==> src/rtl/nv_nvdla_rt_csb_pkg.sv <==
// CSB retiming pipe: shared widths, CSB request field offsets and
// response packet ids.
package nv_nvdla_rt_csb_pkg;

  localparam int CSB_REQ_W   = 63;
  localparam int CSB_RESP_W  = 34;
  localparam int CSB_STAGES  = 3;
  localparam int CSB_OUTS_W  = 4;

  localparam int REQ_ADDR_LSB    = 0;
  localparam int REQ_ADDR_MSB    = 21;
  localparam int REQ_WRITE_BIT   = 54;
  localparam int REQ_NPOSTED_BIT = 55;

  localparam int RESP_ID_LSB = 32;
  localparam int RESP_ID_W   = 2;

  typedef enum logic [RESP_ID_W-1:0] {
    CSB_RSP_READ  = 2'b00,
    CSB_RSP_WRITE = 2'b10
  } csb_rsp_id_e;

endpackage

==> src/rtl/nv_nvdla_rt_csb_pipe_if.sv <==
// Handshake bundles for the CSB pipe: elastic request channel and
// valid-only response channel.
interface nv_nvdla_rt_csb_req_if
  import nv_nvdla_rt_csb_pkg::*;
#(
  parameter int W = CSB_REQ_W
);
  logic         pvld;
  logic         prdy;
  logic [W-1:0] pd;

  modport master (output pvld, output pd, input prdy);
  modport slave  (input pvld, input pd, output prdy);
endinterface

interface nv_nvdla_rt_csb_resp_if
  import nv_nvdla_rt_csb_pkg::*;
#(
  parameter int W = CSB_RESP_W
);
  logic         valid;
  logic [W-1:0] pd;

  modport master (output valid, output pd);
  modport slave  (input valid, input pd);
endinterface

==> src/rtl/nv_nvdla_rt_skid_stage.sv <==
// One elastic request stage: main + skid register, ready is a flop
// so no combinational ready path crosses the stage.
module nv_nvdla_rt_skid_stage #(
  parameter int WIDTH = 32
) (
  input  logic             nvdla_core_clk,
  input  logic             nvdla_core_rstn,
  input  logic             in_vld,
  output logic             in_rdy,
  input  logic [WIDTH-1:0] in_pd,
  output logic             out_vld,
  input  logic             out_rdy,
  output logic [WIDTH-1:0] out_pd,
  output logic             busy
);

  logic             main_vld;
  logic             skid_vld;
  logic [WIDTH-1:0] main_pd;
  logic [WIDTH-1:0] skid_pd;
  logic             in_acc;
  logic             main_ld;

  assign in_acc  = in_vld && in_rdy;
  assign main_ld = !main_vld || out_rdy;

  always_ff @(posedge nvdla_core_clk or negedge nvdla_core_rstn) begin
    if (!nvdla_core_rstn) begin
      main_vld <= 1'b0;
      skid_vld <= 1'b0;
      in_rdy   <= 1'b1;
    end else if (main_ld) begin
      main_vld <= skid_vld || in_acc;
      skid_vld <= 1'b0;
      in_rdy   <= 1'b1;
    end else if (in_acc) begin
      skid_vld <= 1'b1;
      in_rdy   <= 1'b0;
    end
  end

  // payload is qualified by the valids, so it carries no reset
  always_ff @(posedge nvdla_core_clk) begin
    if (main_ld)
      main_pd <= skid_vld ? skid_pd : in_pd;
    if (!main_ld && in_acc)
      skid_pd <= in_pd;
  end

  assign out_vld = main_vld;
  assign out_pd  = main_pd;
  assign busy    = main_vld || skid_vld;

endmodule

==> src/rtl/nv_nvdla_rt_csb_pipe.sv <==
// CSB retiming pipe: elastic request stages, fixed-delay response
// stages, non-posted outstanding tracking with idle/error status.
module nv_nvdla_rt_csb_pipe
  import nv_nvdla_rt_csb_pkg::*;
#(
  parameter int REQ_W       = CSB_REQ_W,
  parameter int RESP_W      = CSB_RESP_W,
  parameter int REQ_STAGES  = CSB_STAGES,
  parameter int RESP_STAGES = CSB_STAGES,
  parameter int NPOSTED_BIT = REQ_NPOSTED_BIT,
  parameter int OUTS_W      = CSB_OUTS_W
) (
  input  logic                   nvdla_core_clk,
  input  logic                   nvdla_core_rstn,
  nv_nvdla_rt_csb_req_if.slave   req_src,
  nv_nvdla_rt_csb_req_if.master  req_dst,
  nv_nvdla_rt_csb_resp_if.slave  resp_src,
  nv_nvdla_rt_csb_resp_if.master resp_dst,
  output logic [OUTS_W-1:0]      outs_cnt,
  output logic                   idle,
  output logic                   outs_err
);

  logic              d_vld;
  logic              d_rdy;
  logic [REQ_W-1:0]  d_pd;
  logic              r_vld;
  logic [RESP_W-1:0] r_pd;
  logic              req_busy;
  logic              resp_busy;
  logic              inc;
  logic              dec;

  assign d_rdy          = req_dst.prdy;
  assign req_dst.pvld   = d_vld;
  assign req_dst.pd     = d_pd;
  assign resp_dst.valid = r_vld;
  assign resp_dst.pd    = r_pd;

  generate
    if (REQ_STAGES == 0) begin : g_req_wire
      assign d_vld        = req_src.pvld;
      assign d_pd         = req_src.pd;
      assign req_src.prdy = d_rdy;
      assign req_busy     = 1'b0;
    end else begin : g_req
      logic [REQ_STAGES:0]   vld;
      logic [REQ_STAGES:0]   rdy;
      logic [REQ_W-1:0]      pd [REQ_STAGES+1];
      logic [REQ_STAGES-1:0] busy;

      assign vld[0]          = req_src.pvld;
      assign pd[0]           = req_src.pd;
      assign req_src.prdy    = rdy[0];
      assign rdy[REQ_STAGES] = d_rdy;
      assign d_vld           = vld[REQ_STAGES];
      assign d_pd            = pd[REQ_STAGES];
      assign req_busy        = |busy;

      for (genvar i = 0; i < REQ_STAGES; i++) begin : g_stg
        nv_nvdla_rt_skid_stage #(.WIDTH(REQ_W)) u_stg (
          .nvdla_core_clk  (nvdla_core_clk),
          .nvdla_core_rstn (nvdla_core_rstn),
          .in_vld          (vld[i]),
          .in_rdy          (rdy[i]),
          .in_pd           (pd[i]),
          .out_vld         (vld[i+1]),
          .out_rdy         (rdy[i+1]),
          .out_pd          (pd[i+1]),
          .busy            (busy[i])
        );
      end
    end

    if (RESP_STAGES == 0) begin : g_resp_wire
      assign r_vld     = resp_src.valid;
      assign r_pd      = resp_src.pd;
      assign resp_busy = 1'b0;
    end else begin : g_resp
      logic [RESP_STAGES-1:0] vld;
      logic [RESP_W-1:0]      pd [RESP_STAGES];

      always_ff @(posedge nvdla_core_clk or negedge nvdla_core_rstn) begin
        if (!nvdla_core_rstn) begin
          vld <= '0;
        end else begin
          vld[0] <= resp_src.valid;
          for (int i = 1; i < RESP_STAGES; i++)
            vld[i] <= vld[i-1];
        end
      end

      // payload holds across valid gaps
      always_ff @(posedge nvdla_core_clk) begin
        if (resp_src.valid)
          pd[0] <= resp_src.pd;
        for (int i = 1; i < RESP_STAGES; i++)
          if (vld[i-1])
            pd[i] <= pd[i-1];
      end

      assign r_vld     = vld[RESP_STAGES-1];
      assign r_pd      = pd[RESP_STAGES-1];
      assign resp_busy = |vld;
    end
  endgenerate

  assign inc = d_vld && d_rdy && d_pd[NPOSTED_BIT];
  assign dec = r_vld;

  always_ff @(posedge nvdla_core_clk or negedge nvdla_core_rstn) begin
    if (!nvdla_core_rstn) begin
      outs_cnt <= '0;
      outs_err <= 1'b0;
      idle     <= 1'b1;
    end else begin
      unique case ({inc, dec})
        2'b10: begin
          if (&outs_cnt) outs_err <= 1'b1;
          else           outs_cnt <= outs_cnt + OUTS_W'(1);
        end
        2'b01: begin
          if (outs_cnt == '0) outs_err <= 1'b1;
          else                outs_cnt <= outs_cnt - OUTS_W'(1);
        end
        default: ;
      endcase
      idle <= !req_busy && !resp_busy && (outs_cnt == '0);
    end
  end

endmodule

==> src/flat_wrapper.sv <==
// flat-port wrapper written by rule: the top's interface ports become plain ports
module nv_nvdla_rt_csb_pipe_flat import nv_nvdla_rt_csb_pkg::*;
#(
  parameter int REQ_W       = CSB_REQ_W,
  parameter int RESP_W      = CSB_RESP_W,
  parameter int REQ_STAGES  = CSB_STAGES,
  parameter int RESP_STAGES = CSB_STAGES,
  parameter int NPOSTED_BIT = REQ_NPOSTED_BIT,
  parameter int OUTS_W      = CSB_OUTS_W
)
  (nvdla_core_clk, nvdla_core_rstn, outs_cnt, idle, outs_err, req_src_pvld, req_src_pd, req_src_prdy, req_dst_pvld, req_dst_pd, req_dst_prdy, resp_src_valid, resp_src_pd, resp_dst_valid, resp_dst_pd);
  nv_nvdla_rt_csb_req_if #(.W(63)) req_src_i ();
  nv_nvdla_rt_csb_req_if #(.W(63)) req_dst_i ();
  nv_nvdla_rt_csb_resp_if #(.W(34)) resp_src_i ();
  nv_nvdla_rt_csb_resp_if #(.W(34)) resp_dst_i ();
  input  logic nvdla_core_clk;
  input  logic nvdla_core_rstn;
  output logic [OUTS_W-1:0] outs_cnt;
  output logic idle;
  output logic outs_err;
  input wire logic [$bits(req_src_i.pvld)-1:0] req_src_pvld;
  input wire logic [$bits(req_src_i.pd)-1:0] req_src_pd;
  output wire logic [$bits(req_src_i.prdy)-1:0] req_src_prdy;
  output wire logic [$bits(req_dst_i.pvld)-1:0] req_dst_pvld;
  output wire logic [$bits(req_dst_i.pd)-1:0] req_dst_pd;
  input wire logic [$bits(req_dst_i.prdy)-1:0] req_dst_prdy;
  input wire logic [$bits(resp_src_i.valid)-1:0] resp_src_valid;
  input wire logic [$bits(resp_src_i.pd)-1:0] resp_src_pd;
  output wire logic [$bits(resp_dst_i.valid)-1:0] resp_dst_valid;
  output wire logic [$bits(resp_dst_i.pd)-1:0] resp_dst_pd;
  assign req_src_i.pvld = req_src_pvld;
  assign req_src_i.pd = req_src_pd;
  assign req_src_prdy = req_src_i.prdy;
  assign req_dst_pvld = req_dst_i.pvld;
  assign req_dst_pd = req_dst_i.pd;
  assign req_dst_i.prdy = req_dst_prdy;
  assign resp_src_i.valid = resp_src_valid;
  assign resp_src_i.pd = resp_src_pd;
  assign resp_dst_valid = resp_dst_i.valid;
  assign resp_dst_pd = resp_dst_i.pd;
  nv_nvdla_rt_csb_pipe #(.REQ_W(REQ_W), .RESP_W(RESP_W), .REQ_STAGES(REQ_STAGES), .RESP_STAGES(RESP_STAGES), .NPOSTED_BIT(NPOSTED_BIT), .OUTS_W(OUTS_W)) u_core (.nvdla_core_clk(nvdla_core_clk), .nvdla_core_rstn(nvdla_core_rstn), .req_src(req_src_i), .req_dst(req_dst_i), .resp_src(resp_src_i), .resp_dst(resp_dst_i), .outs_cnt(outs_cnt), .idle(idle), .outs_err(outs_err));
endmodule
==> config.mk <==
export PLATFORM = sky130hd
export DESIGN_NAME = nv_nvdla_rt_csb_pipe_flat
export DESIGN_NICKNAME = d
export VERILOG_FILES = /design/src/rtl/nv_nvdla_rt_csb_pkg.sv /design/src/rtl/nv_nvdla_rt_csb_pipe_if.sv /design/src/rtl/nv_nvdla_rt_skid_stage.sv /design/src/rtl/nv_nvdla_rt_csb_pipe.sv /design/src/flat_wrapper.sv
export SDC_FILE = /design/constraint.sdc
export NUM_CORES = 1
export LEC_CHECK = 0
export CAP_MARGIN = 40
export CORE_ASPECT_RATIO = 1.5
export CORE_MARGIN = 2
export CORE_UTILIZATION = 45
export DETAILED_ROUTE_END_ITERATION = 7
export PLACE_DENSITY = 0.71
export SYNTH_ARGS = -nofsm -noshare
export SYNTH_HDL_FRONTEND = slang
export SYNTH_SLANG_ARGS = --single-unit
==> constraint.sdc <==
create_clock -name nvdla_core_clk -period 12.4 [get_ports nvdla_core_clk]
set_input_delay 1.24 -clock nvdla_core_clk [delete_from_list [all_inputs] [get_ports nvdla_core_clk]]
set_output_delay 1.24 -clock nvdla_core_clk [all_outputs]
set_load 0.02 [all_outputs]
==> impl_results.md <==
* Hold_buf cts at 0
* Layout cells sized above 1 at 9.19%
* Routed WL at 28500 µm
* Setup WS pre-CTS at 8.74 ns
* Port bufs at 207
* Core Util, Final at 55.6%
* CTS Buf Count at 45
* Total power at 4.58 mW
* Slew @ Worst Pin at 0.916 ns
* CTS tree: built
* Worst r2r path cells at 4
* Later-pin clock latency in the skew report at 0.55 ns
* Max cap viols at 0
* Crit Path Category: in2reg
* CP Data Arrival Time at 3.24 ns
* RR Startpoint: u_core.g_req.g_stg[2].u_stg.out_vld$_DFFE_PN0N_
* Net Count, Synth at 907
* RSZ-0062 raised after global routing: false
* Chip Height at 247 µm
* Setup Viol. Count Final at 0
* Max Fclk at 328 MHz
* Tmin final at 3.05 ns
* ANT cells at 0
* Slowest Stage Delay on Critical Path at 0.57 ns
* Final HPWL DP at 19000 µm
* Die Wd at 166 µm
* DR WL/cell at 18.4 µm
* Hold Path End: u_core.g_resp.pd[0][95]$_DFFE_PP_
* Fin crit share at 24.6%
* CP startpoint kind: primary input
* Largest net degree at the start of global routing at 64
* Dpl cells at 1466
* Seq cells post-synth at 498
* RR Endpoint: u_core.g_req.g_stg[2].u_stg.skid_pd[58]$_DFFE_PP_
* CP cell instances: clkdlybuf4s50_1 -> nand2b_4 -> buf_4 -> nor2_4 -> buf_4
* Post-CTS sizing at 0
* Hold Startpoint: u_core.g_resp.pd[0][61]$_DFFE_PP_
* Row count at 89
* Syn Std Cell Area at 17800 µm²
* Setup TNS Final at 0 ns
* Max IR drop VDD at 127 µV
* Cell Area, Placed at 20400 µm²
* Final Hold Slack at 0.418 ns
* CTS root buffer: clkbuf_16
* Vias per cell at 4.86
* Synthesis-to-layout area growth at 22.5%
* Crit Path Max Fanout at 42
* Global Route Usage Sum at 13.7%
* Fin area at 21700 µm²
* Htree depth at 2
* Count of warnings emitted by yosys at 0
* Antenna-violating nets left at 0
* Crit-path slowest cell: buf_4
* Setup crit end kind: flop
* RePlAce Congestion at 0.709
* Pre-antenna DRT Iters at 6
* Via count at 7516
* Slew headroom at 39.0%
* P_leak at 7.44 nW
* Worst Path Required at 12.58 ns
* Syn_area_per_cell at 22.2 µm²
* # DRC at 0
* Count of cell types in the netlist at 30
* Via count of the first global-routing pass at 7857
* Clock slew at reported path FFs at 0.06 ns
* Status: completed
* Register area share after synthesis at 83.8%
* Hold path depth at 0
* Deepest clock path buffer count at 3
* Final slew viol count at 0
* FFs w/ async S/R, synth at 3.61%
* Initial antenna violation count at 0
* Crit-path most repeated cell: buf_4
* Worst hold path type: reg2reg
* DR iter-0 viols at 430
* Final hold vios at 0
* # clock sinks at 498
* Syn Inst Count at 800
* Flop-to-flop setup slack at 10.07 ns
* EDFF count, synth at 480
* Final Skew at 0.0166 ns
* Pwr/cell area at 210 nW/µm²
* First-pass GRT wire length at 44000 µm
* GRT overflow at 0
* Final WS setup at 9.35 ns
* Fin nets at 1120
* Ports at 208
* Core box area at 39100 µm²
* Die area at 41100 µm²
* Starting Density at 45.4%
* Top_reg_cell synth: edfxtp_1
* Number of post-CTS setup repair buffers at 0
* Finished Layout Cells at 1545
synthesized netlist by cell type, types with 3 or more instances:
cell type	number	area, µm²
buf_2	21	105
inv_1	8	30.0
dfrtp_1	14	350
mux2_1	189	2130
nand2_1	7	26.3
dfstp_2	4	105
a21oi_1	3	15.0
nand2b_1	4	25.0
ha_1	4	50.1
buf_4	34	255
nor2_1	7	26.3
edfxtp_1	480	14400
a21o_1	5	37.5
worst max path at each step:
stage	slack (ns)	cells past startpoint	to	start
final	9.35	5	u_core.g_req.g_stg[2].u_stg.skid_pd[58]$_DFFE_PP_	req_dst_prdy
after floorplan	6.29	2	u_core.g_req.g_stg[2].u_stg.skid_pd[0]$_DFFE_PP_	req_dst_prdy
after CTS	9.33	5	u_core.g_req.g_stg[2].u_stg.skid_pd[58]$_DFFE_PP_	req_dst_prdy
after detailed placement	8.74	5	u_core.g_req.g_stg[2].u_stg.skid_pd[57]$_DFFE_PP_	req_dst_prdy
after global routing	9.20	5	u_core.g_req.g_stg[2].u_stg.skid_pd[56]$_DFFE_PP_	req_dst_prdy
after global placement	8.55	5	u_core.g_req.g_stg[2].u_stg.skid_pd[57]$_DFFE_PP_	req_dst_prdy
state kept, by name (all words and copies together) (netlist names):
| register | count |
|---|---|
| u_core.g_resp.pd | 102 |
| u_core.g_req.g_stg.u_stg.out_pd | 189 |
| u_core.g_req.g_stg.u_stg.skid_pd | 189 |
| u_core.g_req.g_stg.u_stg.skid_vld | 3 |
| u_core.g_req.g_stg.u_stg.out_vld | 3 |
| u_core.g_resp.vld | 3 |
| u_core.outs_cnt | 4 |
| u_core.outs_err | 1 |
| u_core.idle | 1 |
| u_core.g_req.g_stg.u_stg.in_rdy | 3 |
routing by layer:
layer  GRT usage, %  vias up  share of wire, %
li1               -     3525                 -
met1           16.2     3740                40
met2           24.9      203                53
met3           2.72       48               4.8
met4           5.14        0               2.5
met5              0        -                 0
logic make-up (layout without fill, tap and decap cells):
logic type / count (synthesis) / in the layout / synth area share, %
DFF: 498 / 498 / 83.8
muxes: 191 / 191 / 12.1
buffers and inverters: 63 / 308 / 2.20
and+or+nand+nor: 29 / 29 / 0.930
AOI/OAI and AO/OA: 12 / 12 / 0.479
adders and majority gates: 5 / 5 / 0.395
xor gates and xnor gates: 2 / 2 / 0.0987
report_power, final:
group | internal [mW] | switching (mW) | total (mW)
Combinational | 0.379 | 0.433 | 0.812
Sequential | 2.31 | 0.156 | 2.47
Clock | 0.728 | 0.569 | 1.30
cell type report:
class                   count  area, µm²
well taps                 500        626
fillers                  2905      17300
clock inverters            22        173
clock buffers              57       1200
repair buffers            221       2300
multi-input cells         239       2540
inverters                   8       30.0
flip-flops and latches    498      14900
cell usage in the layout, fill, tap and decap left out, drive strengths merged:
cell type / Yosys / final
nand4: 1 / 1
clkinv: 0 / 16
a31oi: 1 / 1
nor3: 1 / 1
clkdlybuf4s50: 0 / 207
nor2: 7 / 7
fa: 1 / 1
nor4: 2 / 2
clkinvlp: 0 / 1
bufinv: 0 / 2
clkbuf: 0 / 57
xnor2: 2 / 2
a21o: 5 / 5
buf: 55 / 14
ha: 4 / 4
edfxtp: 480 / 480
nand2b: 4 / 4
inv: 8 / 11
a21oi: 4 / 4
and3: 2 / 2
mux2: 191 / 191
or3: 1 / 1
nand2: 8 / 8
o21ai: 2 / 2
or4: 1 / 1
dfrtp: 14 / 14
dfstp: 4 / 4
nand3: 2 / 2
critical path, delay by kind of cell:
kind / cells / cell delay [ns]
buffers and inverters: 3 / 1.23
AND/OR/NAND/NOR: 2 / 0.67
Power figures use the tool's default switching activity.
